==> config.mk <==
export PLATFORM = sky130hd
export DESIGN_NAME = msk_state_loader
export DESIGN_NICKNAME = d
export VERILOG_FILES = /design/src/rtl/msk_state_loader.sv
export SDC_FILE = /design/constraint.sdc
export NUM_CORES = 1
export LEC_CHECK = 0
export ABC_AREA = 1
export CORE_UTILIZATION = 63
export DETAILED_ROUTE_END_ITERATION = 12
export DONT_BUFFER_PORTS = 1
export GPL_ROUTABILITY_DRIVEN = 0
export PLACE_DENSITY = 0.76
export SYNTH_ARGS = -nofsm -noshare
export SYNTH_HDL_FRONTEND = slang
export SYNTH_SLANG_ARGS = --single-unit
==> constraint.sdc <==
create_clock -name clk -period 5.3 [get_ports clk]
set_input_delay 1.06 -clock clk [delete_from_list [all_inputs] [get_ports clk]]
set_output_delay 1.06 -clock clk [all_outputs]
set_load 0.02 [all_outputs]
==> src/rtl/msk_state_loader.sv <==
// Masked serial-to-parallel loader for the PRESENT HPC round-state register.
// Collects N beats of W shared bits into a count*d-bit sharing. Shares only
// pass through flops and muxes, and every mux select is a control signal.
module msk_state_loader #(
  parameter int d     = 2,
  parameter int count = 64,
  parameter int W     = 4
) (
  input  logic                 clk,
  input  logic                 rst,
  input  logic                 clr,
  input  logic                 in_valid,
  output logic                 in_ready,
  input  logic [W*d-1:0]       in_data,
  output logic                 out_valid,
  input  logic                 out_ready,
  output logic [count*d-1:0]   out_data,
  output logic                 busy
);

  localparam int N  = count / W;
  localparam int CW = $clog2(N + 1);
  localparam int BW = count * d;
  localparam int SW = W * d;

  localparam logic [CW-1:0] CNT_LAST = CW'(N - 1);
  localparam logic [CW-1:0] CNT_FULL = CW'(N);
  localparam logic [CW-1:0] CNT_ONE  = CW'(1);

  // A block must be a whole number of beats and hold at least one beat.
  if ((count % W) != 0 || W > count) begin : g_bad_params
    $error("msk_state_loader: count must be a nonzero multiple of W");
  end

  typedef enum logic {FILL, FULL} state_t;

  state_t          state_q, state_d;
  logic [CW-1:0]   cnt_q, cnt_d;
  logic [BW-1:0]   buf_q;
  logic [BW-1:0]   buf_shifted;
  logic            load;
  logic            in_hs;
  logic            out_hs;

  // New beats enter at the top so beat 0 ends up in the lowest slice.
  if (N == 1) begin : g_single
    assign buf_shifted = in_data;
  end else begin : g_multi
    assign buf_shifted = {in_data, buf_q[BW-1:SW]};
  end

  // Handshakes, next state and counter; clr blocks both handshakes.
  always_comb begin
    state_d   = state_q;
    cnt_d     = cnt_q;
    load      = 1'b0;
    out_valid = (state_q == FULL);
    in_ready  = !clr && ((state_q == FILL) || out_ready);
    in_hs     = in_valid && in_ready;
    out_hs    = out_valid && out_ready && !clr;

    if (clr) begin
      state_d = FILL;
      cnt_d   = '0;
    end else begin
      case (state_q)
        FILL: begin
          if (in_hs) begin
            load = 1'b1;
            if (cnt_q == CNT_LAST) begin
              state_d = FULL;
              cnt_d   = CNT_FULL;
            end else begin
              cnt_d = cnt_q + CNT_ONE;
            end
          end
        end
        FULL: begin
          if (out_hs) begin
            if (in_hs) begin
              load = 1'b1;
              if (N == 1) begin
                state_d = FULL;
                cnt_d   = CNT_FULL;
              end else begin
                state_d = FILL;
                cnt_d   = CNT_ONE;
              end
            end else begin
              state_d = FILL;
              cnt_d   = '0;
            end
          end
        end
        default: begin
          state_d = FILL;
          cnt_d   = '0;
        end
      endcase
    end
  end

  // Control state register.
  always_ff @(posedge clk or posedge rst) begin
    if (rst) begin
      state_q <= FILL;
      cnt_q   <= '0;
    end else begin
      state_q <= state_d;
      cnt_q   <= cnt_d;
    end
  end

  // Share buffer; only written on an accepted beat, never cleared by clr.
  always_ff @(posedge clk or posedge rst) begin
    if (rst) begin
      buf_q <= '0;
    end else if (load) begin
      buf_q <= buf_shifted;
    end
  end

  assign out_data = buf_q;
  assign busy     = (state_q == FILL) && (cnt_q != '0);

endmodule

# Word-level counts from Yosys, hierarchy flattened
# Cells that the tools add are included.
[op_classes]
addsub = 1
mul = 0
n_div = 0
n_lt_le_gt_ge = 0
n_eq_ne = 3
n_shift = 0
n_mux = 15
bitwise = 1
reduce_logical = 9
[op_table]
columns = ["cell", "n"]
rows = [
  ["5-bit 2-to-1 mux", 4],
  ["5-bit one-hot mux with 2 select lines", 1],
  ["1-bit 2-to-1 mux", 8],
  ["5-bit by 1-bit adder with 5-bit output, second input constant", 1],
  ["5-bit by 4-bit == test with 1-bit output, second input constant", 1],
  ["1-bit logical AND", 5],
  ["5-bit nonzero test", 1],
  ["1-bit one-hot mux with 2 select lines", 2],
  ["3-bit by 2-bit != test with 1-bit output, second input constant", 1],
  ["3-bit != test, second input constant", 1],
  ["2-bit AND reduction", 1],
  ["1-bit zero test", 1],
  ["1-bit logical OR", 1],
  ["1-bit NOT", 1],
]
[word_totals]
register_bits = 134
latchBits = 0
ramBits = 0
mem_bits_ro = 0
inputBits = 13
out_inout_bits = 131
wordCells = 32
mem_count = 0

# Depth between registers and ports, before layout
# Gate-level depths: netlist of run 1.
[logic_depth]
word_depth = 8
ltp_mapped = 9
ltp_nobuf = 9

# Least setup slack after synthesis of run 1
# OpenSTA, ideal clock, no wires.
[synth_path]
kind = "input-to-output"
start = "in out_ready"
end = "out in_ready"
arrival_ps = 1457
path_slack_ps = 2783
path_stages = 2
n_path_buf = 0
path_cell_list = "inv_1 > a21oi_1"
[synth_between]
elab_chain_len = 2
[synth_rtl]
columns = ["item", "line", "text"]
rows = [
  ["start: declaration", "16", "input logic out_ready,"],
  ["1-bit logical OR", "58", "in_ready = !clr && ((state_q == FILL) || out_ready);"],
  ["1-bit logical AND", "58", ""],
  ["end: declaration", "13", "output logic in_ready,"],
]
# No other way between the ends.

# Final worst setup path of run 1
[layout_path]
start = "reg state_q (netlist: out_valid)"
end = "reg buf_q[95] (netlist: out_data[95])"
[layout_between]
elab_chain_len = 8
[layout_rtl]
columns = ["item", "line", "text"]
rows = [
  ["start: declaration", "37", "state_t state_q, state_d;"],
  ["start signal: assignment", "109", "state_q <= state_d;"],
  ["1-bit NOT", "-", ""],
  ["1-bit logical OR", "58", ""],
  ["1-bit logical AND", "58", ""],
  ["1-bit logical AND", "59", "in_hs = in_valid && in_ready;"],
  ["1-bit 2-to-1 mux", "68, 80", ""],
  ["1-bit 2-to-1 mux", "79", "if (out_hs) begin"],
  ["1-bit one-hot mux with 2 select lines (*)", "66", "case (state_q)"],
  ["1-bit 2-to-1 mux (*)", "62", "if (clr) begin"],
  ["end signal: assignment", "119", "buf_q <= buf_shifted;"],
  ["end: declaration", "39", "logic [BW-1:0] buf_q;"],
]
# Every way passes the cells marked *; elsewhere a longest branch is shown, timed or not.
# A chain may end at the register's enable or synchronous reset.

==> results_dict.tcl, run 1 <==
set metrics [dict create \
    cts-root-buf "clkbuf_8" \
    synth_top_family_by_area "simple AND/OR/NAND/NOR gates" \
    hold_viol 0 \
    placed_cell_area_um2 5400 \
    drt_wl_total_um 11700 \
    synth.cell_area_um2 5460 \
    ys.flop_type "dfrtp_1" \
    fmax_ghz 0.325 \
    startpoint_type "flop" \
    n_fill_cell 624 \
    grt_max_degree 112 \
    min_period_ps 3070 \
    syn_to_final_growth_pct 9.65 \
    p_per_area_nw_per_um2 507 \
    critPathMaxFanout 111 \
    synth_edf_count 0 \
    period_share 0.580 \
    holdWs_ps 563 \
    crit_required_ps 5750 \
    status "finished clean" \
    dp_hpwl_um 7260 \
    antenna_found_initial 0 \
    path_cells "nand2_4 > nand2_4 > buf_4 > nand2_1 > nand2_1" \
    drive_gt1_frac 0.0817 \
    cts_tree "built" \
    yosys.area_share.simple 0.290 \
    irDropWorstVdd_v 0.000246 \
    crit_type "flop to flop" \
    fin_skew_ps 6.49 \
    port_buffers 0 \
    cts_setup_buffers 0 \
    finalSetupViolations 0 \
    final_area_um2 5990 \
    rows 33 \
    synth_compound_area_frac 0.0293 \
    hold_path_class "input pin to async pin" \
    async_reset_ff_frac 1.00 \
    yosysSeqAreaShare 0.614 \
    yosys_register_bits 134 \
    synth_fa_ha_area_frac 0.00687 \
    final_util 0.721 \
    first_global_vias 3802 \
    routedWlPerCell_um 16.6 \
    cts_buffers 17 \
    leakage_nw 3.24 \
    track_usage 0.277 \
    die_area_um2 9040 \
    r2r-start "out_valid" \
    antenna_left 0 \
    met2_usage 0.410 \
    clock_latency_ps 520 \
    crit_path_end_kind "flop" \
    via_per_inst 5.78 \
    instances_no_fill 705 \
    h-tree-depth 4 \
    io_pins 144 \
    r2r_end "out_data[95]" \
    clock_sinks 134 \
    critPathSlowestCell "nand2_4" \
    synth.yosys.warnings 0 \
    cp_data_arrival_time_ps 3530 \
    gr-total-overflow 0 \
    r2r_setup_slack_ps 2230 \
    hold_buffers 0 \
    routed-via-count 4072 \
    syn_avg_cell_area_um2 9.03 \
    fp.dieW_um 95.1 \
    finalPower_mw 3.03 \
    drtPass1Iterations 4 \
    drt_iter0_drc 363 \
    slew_headroom 0.218 \
    synth_cell_types 21 \
    slew_viol_final 0 \
    grt_util_met1 0.368 \
    worstRegToRegCells 5 \
    worst_pin_slew_ps 1170 \
    pre_cts_ws_ps 1780 \
    fp.dieH_um 95.1 \
    grt_pass1_wl_um 18800 \
    clk_path_buf_depth 2 \
    synthXorXnorAreaFrac 0 \
    antenna_cells 0 \
    tns_ps 0 \
    synthCells 605 \
    fin_nets 603 \
    synth.area.mux_share 0 \
    maxCapViolCount 0 \
    syn-num-nets 621 \
    initial_core_util 0.658 \
    max_stage_delay_ps 1050 \
    rsz0062_at_grt "false" \
    top_usage_layer "met2" \
    core_area_um2 8300 \
    post_cts_resized 0 \
    grt_use_met3 0.102 \
    numPlacedInstances 673 \
    final.setup.worst_slack_ps 2230 \
    drc 0 \
    clk_pin_slew_ps 60 \
]
-- worst max-delay path, delay by kind of cell (launching register included) --
family,cells,cell delay (ps)
simple gates,4,1880
flops,1,650
buf+inv,1,440
-- sequential cells by signal (all words and copies together), names as in the netlist --
| signal | flops |
|---|---|
| cnt_q | 5 |
| out_data | 128 |
| out_valid | 1 |
-- layout make-up --
class	count	area, um2	share of cell area
flip-flops and latches	134	3350	0.560
multi-input cells	407	1800	0.300
inverters	23	91.3	0.0153
well taps	105	131	0.0219
clock buffers	21	459	0.0767
clock inverters	11	125	0.0209
repair buffers	4	30.0	0.00502
-- power by group --
| group | total (mW) | internal [mW] | switching [mW] |
|---|---|---|---|
| logic | 0.252 | 0.0925 | 0.159 |
| clock network | 1.14 | 0.706 | 0.432 |
| registers | 1.64 | 1.21 | 0.434 |
| total | 3.03 | 2.01 | 1.03 |
-- worst max-delay path by stage --
stage | from | end | slack, ps | depth (start not counted)
finish | out_valid | out_data[95] | 2230 | 5
floorplan | rst | cnt_q[0] | 660 | 1
global placement | out_ready | out_data[125] | 1800 | 6
global route | out_valid | out_data[93] | 1860 | 5
detailed placement | out_ready | out_data[116] | 1780 | 6
CTS | out_valid | out_data[95] | 2170 | 5
-- placed cells by master, fill, tap and decap left out --
master        n
buf_4         4
ha_1          3
clkbuf_1      1
nand2_4       2
nor3_1        1
clkinv_4      4
dfrtp_1     134
inv_2         1
inv_1        21
a21oi_1       1
clkinv_2      3
bufinv_16     2
a41oi_1       1
nor2_1       13
o21ai_1       1
inv_6         1
nor2_4        1
clkinvlp_4    2
o21ai_0      11
a21oi_2       9
nand4_1       2
clkbuf_8      4
o31ai_1       1
nand3_1     115
clkbuf_16    16
nand2_1     246
-- cell families (layout without fill, tap and decap cells) --
logic type      count (synthesis)  in the layout
buf+inv                        64             59
compound gates                 24             24
simple gates                  380            380
fa+ha+maj                       3              3
flops                         134            134
-- layer usage --
layer,vias up,share of wire
met1,1992,0.41
li1,1891,-
met2,172,0.48
met5,-,0
met3,17,0.095
met4,0,0.018
-- synthesized netlist by cell type, types with 2 or more instances --
master / n / area, um2
a21oi_2: 9 / 78.8
buf_2: 29 / 145
buf_4: 5 / 37.5
buf_6: 4 / 45.0
clkbuf_1: 3 / 11.3
dfrtp_1: 134 / 3350
ha_1: 3 / 37.5
inv_1: 22 / 82.6
nand2_1: 246 / 923
nand2_2: 2 / 12.5
nand3_1: 115 / 576
nand4_1: 2 / 12.5
nor2_1: 13 / 48.8
o21ai_0: 11 / 55.1
Note: power is estimated with default switching activity, not from simulation.
==> inputs of run 2 (changes only) <==
--- a/config.mk
+++ b/config.mk
@@ -6,11 +6,11 @@
 export NUM_CORES = 1
 export LEC_CHECK = 0
 export ABC_AREA = 1
-export CORE_UTILIZATION = 63
+export CORE_UTILIZATION = 57
 export DETAILED_ROUTE_END_ITERATION = 12
 export DONT_BUFFER_PORTS = 1
 export GPL_ROUTABILITY_DRIVEN = 0
-export PLACE_DENSITY = 0.76
+export PLACE_DENSITY = 0.72
 export SYNTH_ARGS = -nofsm -noshare
 export SYNTH_HDL_FRONTEND = slang
 export SYNTH_SLANG_ARGS = --single-unit
==> constraint.sdc (replaced) <==
create_clock -name clk -period 2.75 [get_ports clk]
set_input_delay 0.55 -clock clk [delete_from_list [all_inputs] [get_ports clk]]
set_output_delay 0.55 -clock clk [all_outputs]
set_load 0.02 [all_outputs]
==> results_dict.tcl, run 2 (synthesis gave the netlist of run 1 again) <==
set metrics [dict create \
    status "finished clean" \
    drt_iter0_drc 291 \
    first_global_vias 3814 \
    cts_buffers 17 \
    port_buffers 0 \
    largest_reg_flops 128 \
    initial_core_util 0.591 \
    track_usage 0.252 \
    gr-total-overflow 0 \
    p_per_area_nw_per_um2 934 \
    routedWlPerCell_um 16.3 \
    crit_path_end_kind "output port" \
    holdWs_ps 117 \
    fp.dieH_um 99.9 \
    maxCapViolCount 0 \
    clock_latency_ps 500 \
    crit_required_ps 2200 \
    worst_pin_slew_ps 697 \
    instances_no_fill 731 \
    drt_wl_total_um 11900 \
    cts_tree "built" \
    pre_cts_ws_ps 1080 \
    cts-root-buf "clkbuf_8" \
    final_common_cell "nand2_1" \
    period_share 0.797 \
    fp.dieW_um 99.9 \
    grt_pass1_wl_um 19500 \
    die_area_um2 9980 \
    h-tree-depth 4 \
    slew_headroom 0.536 \
    fin_nets 606 \
    cp_data_arrival_time_ps 1640 \
    min_period_ps 2190 \
    dp_hpwl_um 7400 \
    cts_setup_buffers 0 \
    fmax_ghz 0.456 \
    rsz0062_at_grt "false" \
    clk_path_buf_depth 2 \
    rows 35 \
    via_per_inst 5.55 \
    io_pins 144 \
    finalPower_mw 5.63 \
    post_cts_resized 0 \
    irDropWorstVdd_v 0.000497 \
    clock_sinks 134 \
    drtPass1Iterations 5 \
    antenna_left 0 \
    drc 0 \
    final_cell_mix "nand2_1 (246), dfrtp_1 (134), nand3_1 (115)" \
    slew_viol_final 0 \
    grt_max_degree 135 \
    leakage_nw 3.24 \
    crit_type "flop to output port" \
    clk_pin_slew_ps 60 \
    core_area_um2 9240 \
    hold_path_class "input pin to async pin" \
    antenna_found_initial 0 \
    drive_gt1_frac 0.0847 \
    fin_skew_ps 7.50 \
    hold_buffers 0 \
    syn_to_final_growth_pct 10.4 \
    final.setup.worst_slack_ps 559 \
    numPlacedInstances 700 \
    final_util 0.653 \
    routed-via-count 4056 \
    critPathMaxFanout 5 \
    hold_viol 0 \
    startpoint_type "flop" \
    placed_cell_area_um2 5500 \
    tns_ps 0 \
    finalSetupViolations 0 \
    final_area_um2 6030 \
    antenna_cells 0 \
]
==> run 2: cell count changes in the layout (fill, tap and decap cells not counted), sizes merged <==
cell / before / now
bufinv: 2 / 0
buf: 4 / 7
clkbuf: 21 / 20
clkinvlp: 2 / 5
inv: 23 / 22
==> run 2: power breakdown <==
group          switching, mW  internal (mW)  total, mW
Combinational          0.308          0.187      0.495
Clock                  0.818           1.15       1.97
Sequential             0.843           2.33       3.17
==> run 2: cell type report <==
class                   count  area (um2)
fillers                   743        3210
flip-flops and latches    134        3350
well taps                 129         161
clock buffers              20         445
inverters                  23        90.1
clock inverters            11        80.1
multi-input cells         407        1800
repair buffers              7         103
==> run 2: routing by layer <==
layer  vias up  GRT usage  wire length, um
li1       1897          -                -
met1      1982      0.338             4950
met2       160      0.377             5750
met3        17     0.0850             1030
met4         0      0.107              155
met5         -          0                0
==> run 2: path summary, 6_finish.rpt <==
kind | from | end | slack, ps | depth (start not counted)
max in group asynchronous | rst | out_data[65] | 2120 | 2
worst max register to register | out_valid | cnt_q[0] | 1150 | 6
worst min-delay path | rst | out_data[1] | 120 | 2
worst max-delay path | cnt_q[0] | busy | 560 | 3
min in group clk | clr | out_valid | 150 | 1
worst min register to register | cnt_q[4] | cnt_q[4] | 560 | 2
==> run 2: critical path, stage by stage, from the launching register on <==
cell     delay, ps
dfrtp_1        410
inv_1           70
ha_1           190
a41oi_1        460
==> inputs of run 3 (changes only) <==
==> constraint.sdc (replaced) <==
create_clock -name clk -period 1.9 [get_ports clk]
set_input_delay 0.38 -clock clk [delete_from_list [all_inputs] [get_ports clk]]
set_output_delay 0.38 -clock clk [all_outputs]
set_load 0.02 [all_outputs]
==> results_dict.tcl, run 3 (synthesis gave the netlist of run 1 again) <==
set metrics [dict create \
    status "finished clean" \
    final_util 0.671 \
    irDropWorstVdd_v 0.000690 \
    crit_type "flop to output port" \
    initial_core_util 0.591 \
    clk_pin_slew_ps 60 \
    fin_skew_ps 5.91 \
    worstHoldStart "in_data[1]" \
    drtPass1Iterations 5 \
    antenna_found_initial 0 \
    critPathSlowestCell "dfrtp_1" \
    critPathMaxFanout 4 \
    gr-total-overflow 0 \
    drive_gt1_frac 0.0998 \
    antenna_cells 0 \
    routedWlPerCell_um 16.7 \
    first_global_vias 3950 \
    fp.dieW_um 99.9 \
    fin_nets 615 \
    period_share 0.960 \
    drc 0 \
    drt_wl_total_um 12300 \
    path_cells "inv_1 > ha_2 > a41oi_4" \
    startpoint_type "flop" \
    track_usage 0.259 \
    max_stage_delay_ps 390 \
    cts_buffers 17 \
    final_cell_mix "nand2_1 (246), dfrtp_1 (133), nand3_1 (115)" \
    crit_path_end_kind "output port" \
    min_period_ps 1820 \
    antenna_left 0 \
    largest_reg_flops 128 \
    cp_data_arrival_time_ps 1440 \
    rsz0062_at_grt "false" \
    clk_path_buf_depth 2 \
    cts_tree "built" \
    clock_sinks 134 \
    fmax_ghz 0.548 \
    grt_pass1_wl_um 19900 \
    crit_required_ps 1520 \
    r2r-start "cnt_q[0]" \
    hold_path_class "input pin to flop" \
    clock_latency_ps 500 \
    rows 35 \
    worst_pin_slew_ps 613 \
    core_area_um2 9240 \
    leakage_nw 3.31 \
    final.setup.worst_slack_ps 75.3 \
    dp_hpwl_um 7690 \
    cts-root-buf "clkbuf_8" \
    port_buffers 0 \
    grt_max_degree 111 \
    finalSetupViolations 0 \
    pre_cts_ws_ps 349 \
    crit_start "cnt_q[0]" \
    slew_headroom 0.591 \
    h-tree-depth 4 \
    slew_viol_final 0 \
    final_common_cell "nand2_1" \
    fp.dieH_um 99.9 \
    syn_to_final_growth_pct 13.6 \
    io_pins 144 \
    hold_viol 0 \
    routed-via-count 4114 \
    maxCapViolCount 0 \
    drt_iter0_drc 259 \
    p_per_area_nw_per_um2 1370 \
    via_per_inst 5.56 \
    die_area_um2 9980 \
]
## run 3: routing by layer
layer | wire, um | up-vias | GRT usage | part of all wire
met1 | 5040 | 2020 | 0.339 | 0.41
met4 | 176 | 0 | 0.0962 | 0.014
li1 | - | 1922 | - | -
met3 | 919 | 14 | 0.0822 | 0.075
met5 | 0 | - | 0 | 0
met2 | 6190 | 158 | 0.408 | 0.50
## run 3: worst paths after layout
path                                 endpoint  slack [ps]  cells past startpoint
worst max-delay path                     busy          80                      3
worst min-delay path            out_data[121]          30                      2
worst max register to register       cnt_q[3]         340                     10
worst min register to register       cnt_q[0]         550                      2
max in group asynchronous        out_data[79]         890                      3
min in group asynchronous         out_data[1]         470                      3
## run 3: timing repair
item                                   in CTS  in global routing
pin swaps                                   1                  0
setup buffers                               0                  2
endpoints found under the hold margin     137                  0
cloned                                      0                  0
hold buffers                                4                  0
setup endpoints to repair                   2                  2
resized for setup                           4                  1
## run 3: power by group
group	total, mW	switching (mW)	internal (mW)
registers	4.59	1.22	3.37
logic	0.757	0.459	0.298
clock network	3.13	1.20	1.92
## run 3: final cells by class
cell class / count / area, um2
clock buffers: 19 / 442
flip-flops and latches: 134 / 3350
inverters: 23 / 90.1
multi-input cells: 407 / 1820
fillers: 728 / 3040
well taps: 129 / 161
repair buffers: 16 / 205
clock inverters: 12 / 130
## run 3: worst max-delay path, delay by kind of cell (launching register included)
kind,cells,cell delay [ps]
DFF,1,390
buffers and inverters,1,90
adders and majority gates,1,210
AOI/OAI and AO/OA,1,250
## run 3: per-stage QoR
| stage | power, mW | instance area, um2 | cells | hold WS (ps) | TNS [ps] |
|---|---|---|---|---|---|
| after floorplan | 5.04 | 5460 | 605 | 476 | -19450 |
| after global placement | 5.31 | 5550 | 703 | 416 | 0 |
| after detailed placement | 5.37 | 5550 | 703 | 422 | 0 |
| after CTS | 8.53 | 6190 | 738 | 1.57 | -6.41 |
| after global routing | 8.85 | 6200 | 740 | 7.68 | 0 |
| final | 8.48 | 6200 | 740 | 29.5 | 0 |
